File: config.mk
export PLATFORM = sky130hd
export DESIGN_NAME = vx_dispatch_router
export DESIGN_NICKNAME = d
export VERILOG_FILES = /design/src/rtl/vx_dispatch_router.sv
export SDC_FILE = /design/constraint.sdc
export NUM_CORES = 2
export LEC_CHECK = 0
export BUFFER_PORTS_ARGS = -buffer_cell sky130_fd_sc_hd__buf_2
export CORE_AREA = 2 2 662 664
export CTS_CLUSTER_DIAMETER = 200
export DETAILED_ROUTE_END_ITERATION = 16
export DIE_AREA = 0 0 664 666
export GPL_ROUTABILITY_DRIVEN = 0
export PLACE_DENSITY = 0.44
export SETUP_SLACK_MARGIN = 0.05
export SYNTH_ARGS = -nofsm -noshare
export SYNTH_HDL_FRONTEND = slang
export SYNTH_SLANG_ARGS = --single-unit
File: constraint.sdc
create_clock -name clk -period 4.3 [get_ports clk]
set_input_delay 0.215 -clock clk [delete_from_list [all_inputs] [get_ports clk]]
set_output_delay 0.215 -clock clk [all_outputs]
set_load 0.1 [all_outputs]
File: src/rtl/vx_dispatch_router.sv
// vx_dispatch_router
// Issue-to-execute dispatcher. Every issue lane owns one small FIFO per
// execute unit. An instruction is routed by its unit index and stored with the
// index of its last active thread. Unit IDs that are out of range are dropped
// and raise a sticky error flag. Per-unit stall and fire counters saturate.
module vx_dispatch_router #(
  parameter int ISSUE_WIDTH = 4,
  parameter int NUM_UNITS   = 4,
  parameter int NUM_THREADS = 4,
  parameter int DATAW       = 64,
  parameter int DEPTH       = 2,
  parameter int CTR_W       = 32,
  localparam int UNIT_W = ($clog2(NUM_UNITS + 1) > 1) ? $clog2(NUM_UNITS + 1) : 1,
  localparam int NT_W   = ($clog2(NUM_THREADS) > 1) ? $clog2(NUM_THREADS) : 1
) (
  input  logic                                          clk,
  input  logic                                          reset_n,
  input  logic [ISSUE_WIDTH-1:0]                        in_valid,
  output logic [ISSUE_WIDTH-1:0]                        in_ready,
  input  logic [ISSUE_WIDTH*UNIT_W-1:0]                 in_unit,
  input  logic [ISSUE_WIDTH*NUM_THREADS-1:0]            in_tmask,
  input  logic [ISSUE_WIDTH*DATAW-1:0]                  in_data,
  input  logic [NUM_UNITS-1:0]                          unit_en,
  input  logic                                          perf_clear,
  output logic [ISSUE_WIDTH*NUM_UNITS-1:0]              out_valid,
  input  logic [ISSUE_WIDTH*NUM_UNITS-1:0]              out_ready,
  output logic [ISSUE_WIDTH*NUM_UNITS*NUM_THREADS-1:0]  out_tmask,
  output logic [ISSUE_WIDTH*NUM_UNITS*DATAW-1:0]        out_data,
  output logic [ISSUE_WIDTH*NUM_UNITS*NT_W-1:0]         out_last_tid,
  output logic [NUM_UNITS*CTR_W-1:0]                    perf_stalls,
  output logic [NUM_UNITS*CTR_W-1:0]                    perf_fires,
  output logic                                          err_bad_unit
);

  localparam int NQ    = ISSUE_WIDTH * NUM_UNITS;
  localparam int OCC_W = $clog2(DEPTH + 1);
  localparam int PTR_W = ($clog2(DEPTH) > 1) ? $clog2(DEPTH) : 1;
  localparam int INC_W = $clog2(ISSUE_WIDTH + 1);
  localparam int SUM_W = CTR_W + INC_W;

  typedef struct packed {
    logic [NUM_THREADS-1:0] tmask;
    logic [NT_W-1:0]        last_tid;
    logic [DATAW-1:0]       data;
  } entry_t;

  // Index of the highest set bit of a thread mask; an empty mask maps to 0.
  function automatic logic [NT_W-1:0] last_tid_of(input logic [NUM_THREADS-1:0] m);
    logic [NT_W-1:0] r;
    r = '0;
    for (int t = 0; t < NUM_THREADS; t++) begin
      if (m[t]) r = NT_W'(t);
    end
    return r;
  endfunction

  // Pointer advance with wrap at DEPTH, which need not be a power of two.
  function automatic logic [PTR_W-1:0] next_ptr(input logic [PTR_W-1:0] p);
    return (p == PTR_W'(DEPTH - 1)) ? '0 : p + PTR_W'(1);
  endfunction

  // Counter add that sticks at all-ones instead of wrapping.
  function automatic logic [CTR_W-1:0] sat_add(input logic [CTR_W-1:0] a,
                                               input logic [INC_W-1:0] b);
    logic [SUM_W-1:0] sum;
    sum = {{INC_W{1'b0}}, a} + {{CTR_W{1'b0}}, b};
    return (|sum[SUM_W-1:CTR_W]) ? {CTR_W{1'b1}} : sum[CTR_W-1:0];
  endfunction

  logic [UNIT_W-1:0]      lane_unit  [ISSUE_WIDTH];
  entry_t                 lane_entry [ISSUE_WIDTH];
  logic [ISSUE_WIDTH-1:0] lane_bad;
  logic [ISSUE_WIDTH-1:0] lane_ready;
  logic [NQ-1:0]          full;
  logic [NQ-1:0]          push;
  logic [NQ-1:0]          pop;

  // Per-lane decode: target unit, ready, FIFO write strobes and the entry to store.
  always_comb begin
    // NOTE: every output of a combinational block gets a default first, so no path leaves it unassigned and no latch is inferred.
    lane_bad   = '0;
    lane_ready = '0;
    push       = '0;
    for (int i = 0; i < ISSUE_WIDTH; i++) begin
      lane_unit[i]           = in_unit[i*UNIT_W +: UNIT_W];
      lane_entry[i].tmask    = in_tmask[i*NUM_THREADS +: NUM_THREADS];
      lane_entry[i].last_tid = last_tid_of(in_tmask[i*NUM_THREADS +: NUM_THREADS]);
      lane_entry[i].data     = in_data[i*DATAW +: DATAW];
      lane_bad[i]            = (lane_unit[i] >= UNIT_W'(NUM_UNITS));
      // Out-of-range IDs are always accepted so the lane never wedges on them.
      lane_ready[i]          = lane_bad[i];
      for (int u = 0; u < NUM_UNITS; u++) begin
        if (lane_unit[i] == UNIT_W'(u)) begin
          lane_ready[i]          = unit_en[u] && !full[i*NUM_UNITS+u];
          push[i*NUM_UNITS+u]    = in_valid[i] && unit_en[u] && !full[i*NUM_UNITS+u];
        end
      end
    end
  end

  assign in_ready = lane_ready;

  // One FIFO per (lane, unit); flat index q = lane*NUM_UNITS + unit.
  for (genvar q = 0; q < NQ; q++) begin : g_fifo
    entry_t            mem [DEPTH];
    logic [PTR_W-1:0]  wr_ptr;
    logic [PTR_W-1:0]  rd_ptr;
    logic [OCC_W-1:0]  occ;

    // Full comes from registered occupancy, so out_ready never reaches in_ready.
    assign full[q]      = (occ == OCC_W'(DEPTH));
    assign out_valid[q] = (occ != '0);
    assign pop[q]       = out_valid[q] && out_ready[q];

    assign out_tmask[q*NUM_THREADS +: NUM_THREADS] = mem[rd_ptr].tmask;
    assign out_last_tid[q*NT_W +: NT_W]            = mem[rd_ptr].last_tid;
    assign out_data[q*DATAW +: DATAW]              = mem[rd_ptr].data;

    // Storage write, pointer advance and occupancy tracking.
    always_ff @(posedge clk or negedge reset_n) begin
      if (!reset_n) begin
        // NOTE: storage is cleared on reset only so that the head seen while empty is never X.
        for (int d = 0; d < DEPTH; d++) mem[d] <= '0;
        wr_ptr <= '0;
        rd_ptr <= '0;
        occ    <= '0;
      end else begin
        // NOTE: state is updated with non-blocking assignments so every register samples pre-edge values.
        if (push[q]) begin
          mem[wr_ptr] <= lane_entry[q / NUM_UNITS];
          wr_ptr      <= next_ptr(wr_ptr);
        end
        if (pop[q]) begin
          rd_ptr <= next_ptr(rd_ptr);
        end
        if (push[q] && !pop[q]) begin
          occ <= occ + OCC_W'(1);
        end else if (!push[q] && pop[q]) begin
          occ <= occ - OCC_W'(1);
        end
      end
    end
  end

  logic [INC_W-1:0] stall_inc [NUM_UNITS];
  logic [INC_W-1:0] fire_inc  [NUM_UNITS];

  // Count, per unit, how many lanes stalled on it and how many it accepted this cycle.
  always_comb begin
    for (int u = 0; u < NUM_UNITS; u++) begin
      stall_inc[u] = '0;
      fire_inc[u]  = '0;
      for (int i = 0; i < ISSUE_WIDTH; i++) begin
        if (in_valid[i] && !lane_ready[i] && (lane_unit[i] == UNIT_W'(u))) begin
          stall_inc[u] = stall_inc[u] + INC_W'(1);
        end
        if (push[i*NUM_UNITS+u]) begin
          fire_inc[u] = fire_inc[u] + INC_W'(1);
        end
      end
    end
  end

  logic [CTR_W-1:0] stalls_q [NUM_UNITS];
  logic [CTR_W-1:0] fires_q  [NUM_UNITS];

  // Saturating perf counters; a clear wins over same-cycle increments.
  always_ff @(posedge clk or negedge reset_n) begin
    if (!reset_n) begin
      for (int u = 0; u < NUM_UNITS; u++) begin
        stalls_q[u] <= '0;
        fires_q[u]  <= '0;
      end
    end else begin
      for (int u = 0; u < NUM_UNITS; u++) begin
        if (perf_clear) begin
          stalls_q[u] <= '0;
          fires_q[u]  <= '0;
        end else begin
          stalls_q[u] <= sat_add(stalls_q[u], stall_inc[u]);
          fires_q[u]  <= sat_add(fires_q[u], fire_inc[u]);
        end
      end
    end
  end

  for (genvar u = 0; u < NUM_UNITS; u++) begin : g_perf
    assign perf_stalls[u*CTR_W +: CTR_W] = stalls_q[u];
    assign perf_fires[u*CTR_W +: CTR_W]  = fires_q[u];
  end

  // Sticky bad-unit flag; a clear wins over a same-cycle set.
  always_ff @(posedge clk or negedge reset_n) begin
    if (!reset_n) begin
      err_bad_unit <= 1'b0;
    end else if (perf_clear) begin
      err_bad_unit <= 1'b0;
    end else if (|(in_valid & lane_bad)) begin
      err_bad_unit <= 1'b1;
    end
  end

endmodule

# After elaboration in Yosys (flattened, before gate mapping)
# Cells that the tools add are included.
# word_totals
regBits	2561
output_inout_bits	1397
wordCells	846
input_bits	311
# op_classes
magnitude_cmp	52
bitwise_logic	33
n_eq_ne	28
mux	254
addsub	96
reduce_logical	230
# ops
cell	count
70-bit 2-to-1 mux	64
140-bit bitwise mux	16
70-bit demux with 1-bit select	16
32-bit 2-to-1 mux	16
32-bit by 3-bit adder with 33-bit output	8
1-bit logical AND	132
2-bit 2-to-1 mux	40
1-bit 2-to-1 mux	78
3-bit by 1-bit adder with 3-bit output, second input constant	24
3-bit 2-to-1 mux	24
2-bit nonzero test	33
2-bit greater-or-equal comparator, second input constant	32
1-bit NOT with 2-bit output	32
1-bit logical NOT	52
1-bit adder, second input constant	32
2-bit by 1-bit adder with 2-bit output, second input constant	16
2-bit == test, second input constant	16
2-bit by 1-bit < comparator with 1-bit output, second input constant	16
2-bit by 1-bit subtractor with 2-bit output, second input constant	16
3-bit by 2-bit == test with 1-bit output, second input constant	8
3-bit OR reduction	8
3-bit by 1-bit == test with 1-bit output, second input constant	4
3-bit greater-or-equal comparator, second input constant	4
3-bit logical NOT	4
2 further kinds	2

# Logic depth before layout (Yosys ltp)
# depth
depth_word	21
mapped_depth	20

# Least setup slack after synthesis
# No wires, ideal clock.
# synth_path
path_type	register -> register
start	register g_fifo[0].occ[0]
end	register stalls_q (netlist bit perf_stalls[58])
setup_ns	0.100
stages_incl_launch_ff	16
path_buffers	0
slack_ns	-0.048
t_arrival_ns	4.248
required_time_ns	4.200
path_cell_list	dfrtp_1 nor2b_1 and3b_1 nor4_1 nand2_1 nor3_1 ha_1 xor2_1 ha_1 mux2i_1 fa_1 nor2b_1 o2111ai_1 nor4_1 a31oi_1 a311oi_1
# synth_between
elab_chain_len	21
# synth_lines
element	line_no	source
start: declaration	108	logic [OCC_W-1:0] occ;
start signal: assignment	137	occ <= occ + OCC_W'(1);
start signal: assignment	139	occ <= occ - OCC_W'(1);
2-bit == test *	111	assign full[q] = (occ == OCC_W'(DEPTH));
1-bit logical NOT *	94	lane_ready[i] = unit_en[u] && !full[i*NUM_UNITS+u];
1-bit logical AND *	94	
1-bit 2-to-1 mux * (4 in a row)	93	if (lane_unit[i] == UNIT_W'(u)) begin
1-bit logical NOT *	154	if (in_valid[i] && !lane_ready[i] && (lane_unit[i] == UNIT_W'(u))) begin
1-bit logical AND * (2 in a row)	154	
1-bit 2-to-1 mux *	154	
3-bit by 1-bit adder with 3-bit output	155	stall_inc[u] = stall_inc[u] + INC_W'(1);
3-bit 2-to-1 mux *	154	
3-bit by 1-bit adder with 3-bit output	155	
3-bit 2-to-1 mux *	154	
3-bit by 1-bit adder with 3-bit output	155	
3-bit 2-to-1 mux *	154	
32-bit by 3-bit adder with 33-bit output *	66	sum = {{INC_W{1'b0}}, a} + {{CTR_W{1'b0}}, b};
3-bit OR reduction	67	return (|sum[SUM_W-1:CTR_W]) ? {CTR_W{1'b1}} : sum[CTR_W-1:0];
32-bit 2-to-1 mux *	67	
32-bit 2-to-1 mux *	176	if (perf_clear) begin
end signal: indexed assignment	180	stalls_q[u] <= sat_add(stalls_q[u], stall_inc[u]);
end: declaration	164	logic [CTR_W-1:0] stalls_q [NUM_UNITS];
# Every way passes the cells marked *; elsewhere a longest branch is shown, timed or not.
# A chain may end at the register's enable or synchronous reset.

# Final worst setup path
# layout_path
start	register g_fifo[0].occ[0]
end	register stalls_q (netlist bit perf_stalls[61])
# Same word-level chain as after synthesis.

==> run_results.csv <==
group,metric,value,unit
yosys,synth.top_cell.area_share,56.6,%
timing,worst_hold_slack,72.4,ps
yosys,yosysTopAreaCell,"dfrtp_1",
die,die-area,442000,um^2
timing,grt_setup_unrepaired,"true",
yosys,syn_inst,7956,
global_routing,grt_start_max_net_pins,169,
detailed_routing,wl,452000,um
clocking,cts_tree,"yes",
finish,stdcell_area,145000,um^2
finish,nNetsFinal,10528,
hold_path,hold_path.class,"in -> reg",
timing,fmax,234,MHz
yosys,synth_edf_count,0,
timing,drv_slew,0,
placed_design,pre_cts_ws,-499,ps
finish,layout-drive-gt1-share,57.2,%
yosys,synth_area,113000,um^2
setup_path,r2r_cells,21,
setup_path,rr_startpoint,"g_fifo[0].occ[0]",
global_routing,grt_pass1_vias,80850,
placed_design,hpwl,324000,um
run,max_cap_viol_count,0,
yosys,ys_warn_count,0,
finish,final_common_cell,"mux2_2",
finish,final_cell_mix,"mux2_2, dfrtp_1, buf_2",
setup_path,cp_max_fo,7,
yosys,synth_cell_types,63,
clocking,worstSkewPairLatency,920,ps
detailed_routing,via_per_inst,4.72,
detailed_routing,dr_total_vias,76264,
clocking,root_buffer,"clkbuf_16",
placed_design,dp_cells,15250,
global_routing,grt_overflow,0,
clocking,htreeDepth,5,
placed_design,place_area,130000,um^2
die,floorplan.initialDensity,26.0,%
global_routing,grt_pass1_wl,635000,um
clocking,clock_path_buffers,4,
yosys,synth-main-ff-cell,"dfrtp_1",
setup_path,critical_path.endpoint,"perf_stalls[61]",
die,design.core.area,436000,um^2
finish,stdcell_count,16170,
yosys,ys_ff_latch,2561,
yosys,async_flop_share,100,%
yosys,syn-num-nets,8343,
die,die_x,664,um
die,num_rows,243,
clocking,numCtsBuffers,318,
timing,finalCriticalPeriod,4280,ps
setup_path,crit_start,"g_fifo[0].occ[0]",
yosys,seq_area_frac_synth,56.6,%
timing,slew_headroom,31.3,%
yosys,syn_area_per_cell,14.2,um^2
die,io_pins,1708,
detailed_routing,drt-initial-drc-count,3606,
timing,setup_viol,0,
timing,post-route-period-util,99.6,%
setup_path,startpoint_type,"flip-flop",
setup_path,crit_required,5060,ps
timing,skew,57.4,ps
finish,syn_to_final_growth,28.1,%
outcome,status,"finished, final reports clean",
setup_path,crit_arrival,5040,ps
detailed_routing,postRouteAntennaNets,0,
placed_design,io_buffers,1707,
die,fp.dieH,666,um
detailed_routing,drc,0,
clocking,clkTransAtPathRegs,60,ps
setup_path,endpoint_kind,"flip-flop",
timing,tightest_slew,1030,ps
global_routing,antenna_found_initial,62,
global_routing,grt_util_all_layers,19.8,%
setup_path,path_class,"reg -> reg",
setup_path,rrSetupSlack,20,ps
clocking,clkSinkCount,2561,
yosys,synth_area_leaders,"dfrtp_1, mux2_2, clkbuf_1, xnor2_1, a21oi_1",
timing,hold_viol,0,
timing,layout_setup_ws,19.3,ps
setup_path,r2r_end,"perf_stalls[61]",
detailed_routing,wl_per_cell,28.0,um
detailed_routing,drt_pass1_iterations,7,
-- sequential cells by signal, summed over array words and instances, names as in the netlist --
signal,cells
g_fifo.mem,2240
perf_fires,128
g_fifo.rd_ptr,16
perf_stalls,128
g_fifo.occ,32
g_fifo.wr_ptr,16
err_bad_unit,1
-- worst min-delay path by stage --
stage	to	startpoint	cells past startpoint	slack, ps
final	g_fifo[14].rd_ptr	out_ready[14]	3	70
after global routing	g_fifo[7].wr_ptr	unit_en[3]	5	50
after CTS	g_fifo[7].wr_ptr	unit_en[3]	5	2
after detailed placement	perf_fires[32]	reset_n	1	360
after global placement	perf_fires[33]	reset_n	1	340
after floorplan	err_bad_unit	reset_n	0	-80
-- layer usage --
metal	vias to the layer above	wire length, um	GRT usage [%]
met2	2050	221000	33.9
met5	-	182	0
li1	32947	-	-
met1	40449	177000	23.0
met4	30	26500	9.77
met3	788	27600	5.11
-- cell type report --
| type | count | area (um^2) |
|---|---|---|
| clock inverter | 86 | 1290 |
| multi-input combinational | 4885 | 48100 |
| antenna | 34 | 85.1 |
| inverter | 63 | 236 |
| sequential | 2561 | 64100 |
| fill | 43289 | 291000 |
| tap | 5757 | 7200 |
| clock buffer | 472 | 9430 |
| timing repair buffer | 2312 | 14700 |
-- worst max-delay path, stage by stage, from the launching register on --
cell      delay [ps]
dfrtp_1          380
nor2b_1          120
and3b_2          240
nor4_4           340
nand2_2          130
buf_6            140
or3_1            390
ha_2             180
mux2i_1          140
buf_4            190
ha_4             150
nand2_4           50
xor2_2           180
ha_1             350
buf_6            140
or2_4            210
o211ai_1         150
buf_4            200
buf_12           130
nor4_4            40
xnor2_1          190
a21oi_1           80
-- Yosys cell counts (7+ instances only) --
| library cell | n |
|---|---|
| nand2_1 | 219 |
| nand3b_1 | 7 |
| o2111ai_1 | 7 |
| inv_1 | 62 |
| nand3_1 | 98 |
| and4_1 | 18 |
| dfrtp_1 | 2561 |
| xor2_1 | 131 |
| o21ai_0 | 83 |
| nor2_1 | 105 |
| nor4_1 | 37 |
| nor3b_1 | 8 |
| nor3_1 | 55 |
| a31oi_1 | 22 |
| buf_1 | 10 |
| a211oi_1 | 12 |
| nor2b_1 | 21 |
| nor4b_1 | 12 |
| a311oi_1 | 7 |
| and2_1 | 24 |
| mux2_2 | 3283 |
| xnor2_1 | 164 |
| nand4_1 | 52 |
| or2_2 | 28 |
| and3_1 | 51 |
| ha_1 | 68 |
| buf_2 | 51 |
| clkbuf_1 | 386 |
| a21oi_1 | 258 |
| nand2b_1 | 19 |
| mux2i_1 | 10 |
| fa_1 | 8 |
-- kinds of logic after synthesis --
kind of cell             after synthesis  share of synthesized area (%)
multiplexers                        3293                           32.7
flip-flops                          2561                           56.6
AND/OR/NAND/NOR                      789                           3.65
buffers and inverters                510                           1.75
AO/OA/AOI/OAI                        432                           2.15
XOR/XNOR                             295                           2.28
adder cells (fa/ha/maj)               76                          0.892
-- stage by stage --
stage | util (%) | setup TNS [ps]
2_1_floorplan | - | 0
3_3_place_gp | 29.9 | -27500
3_5_place_dp | 29.9 | -26100
4_1_cts | 33.1 | -56.0
5_1_grt | 33.3 | -2460
6_report | 33.3 | 0
-- repair_timing --
item | 4_1_cts | 5_1_grt
pin swaps | 2 | 47
setup buffers | 0 | 17
resized for setup | 15 | 122
hold buffers | 308 | 0
setup endpoints to repair | 127 | 159
gates cloned | 0 | 3
endpoints found under the hold margin | 2740 | 0
Power is not shown: default switching activity piles up to over one toggle a cycle in this logic, so the estimate is an artifact.
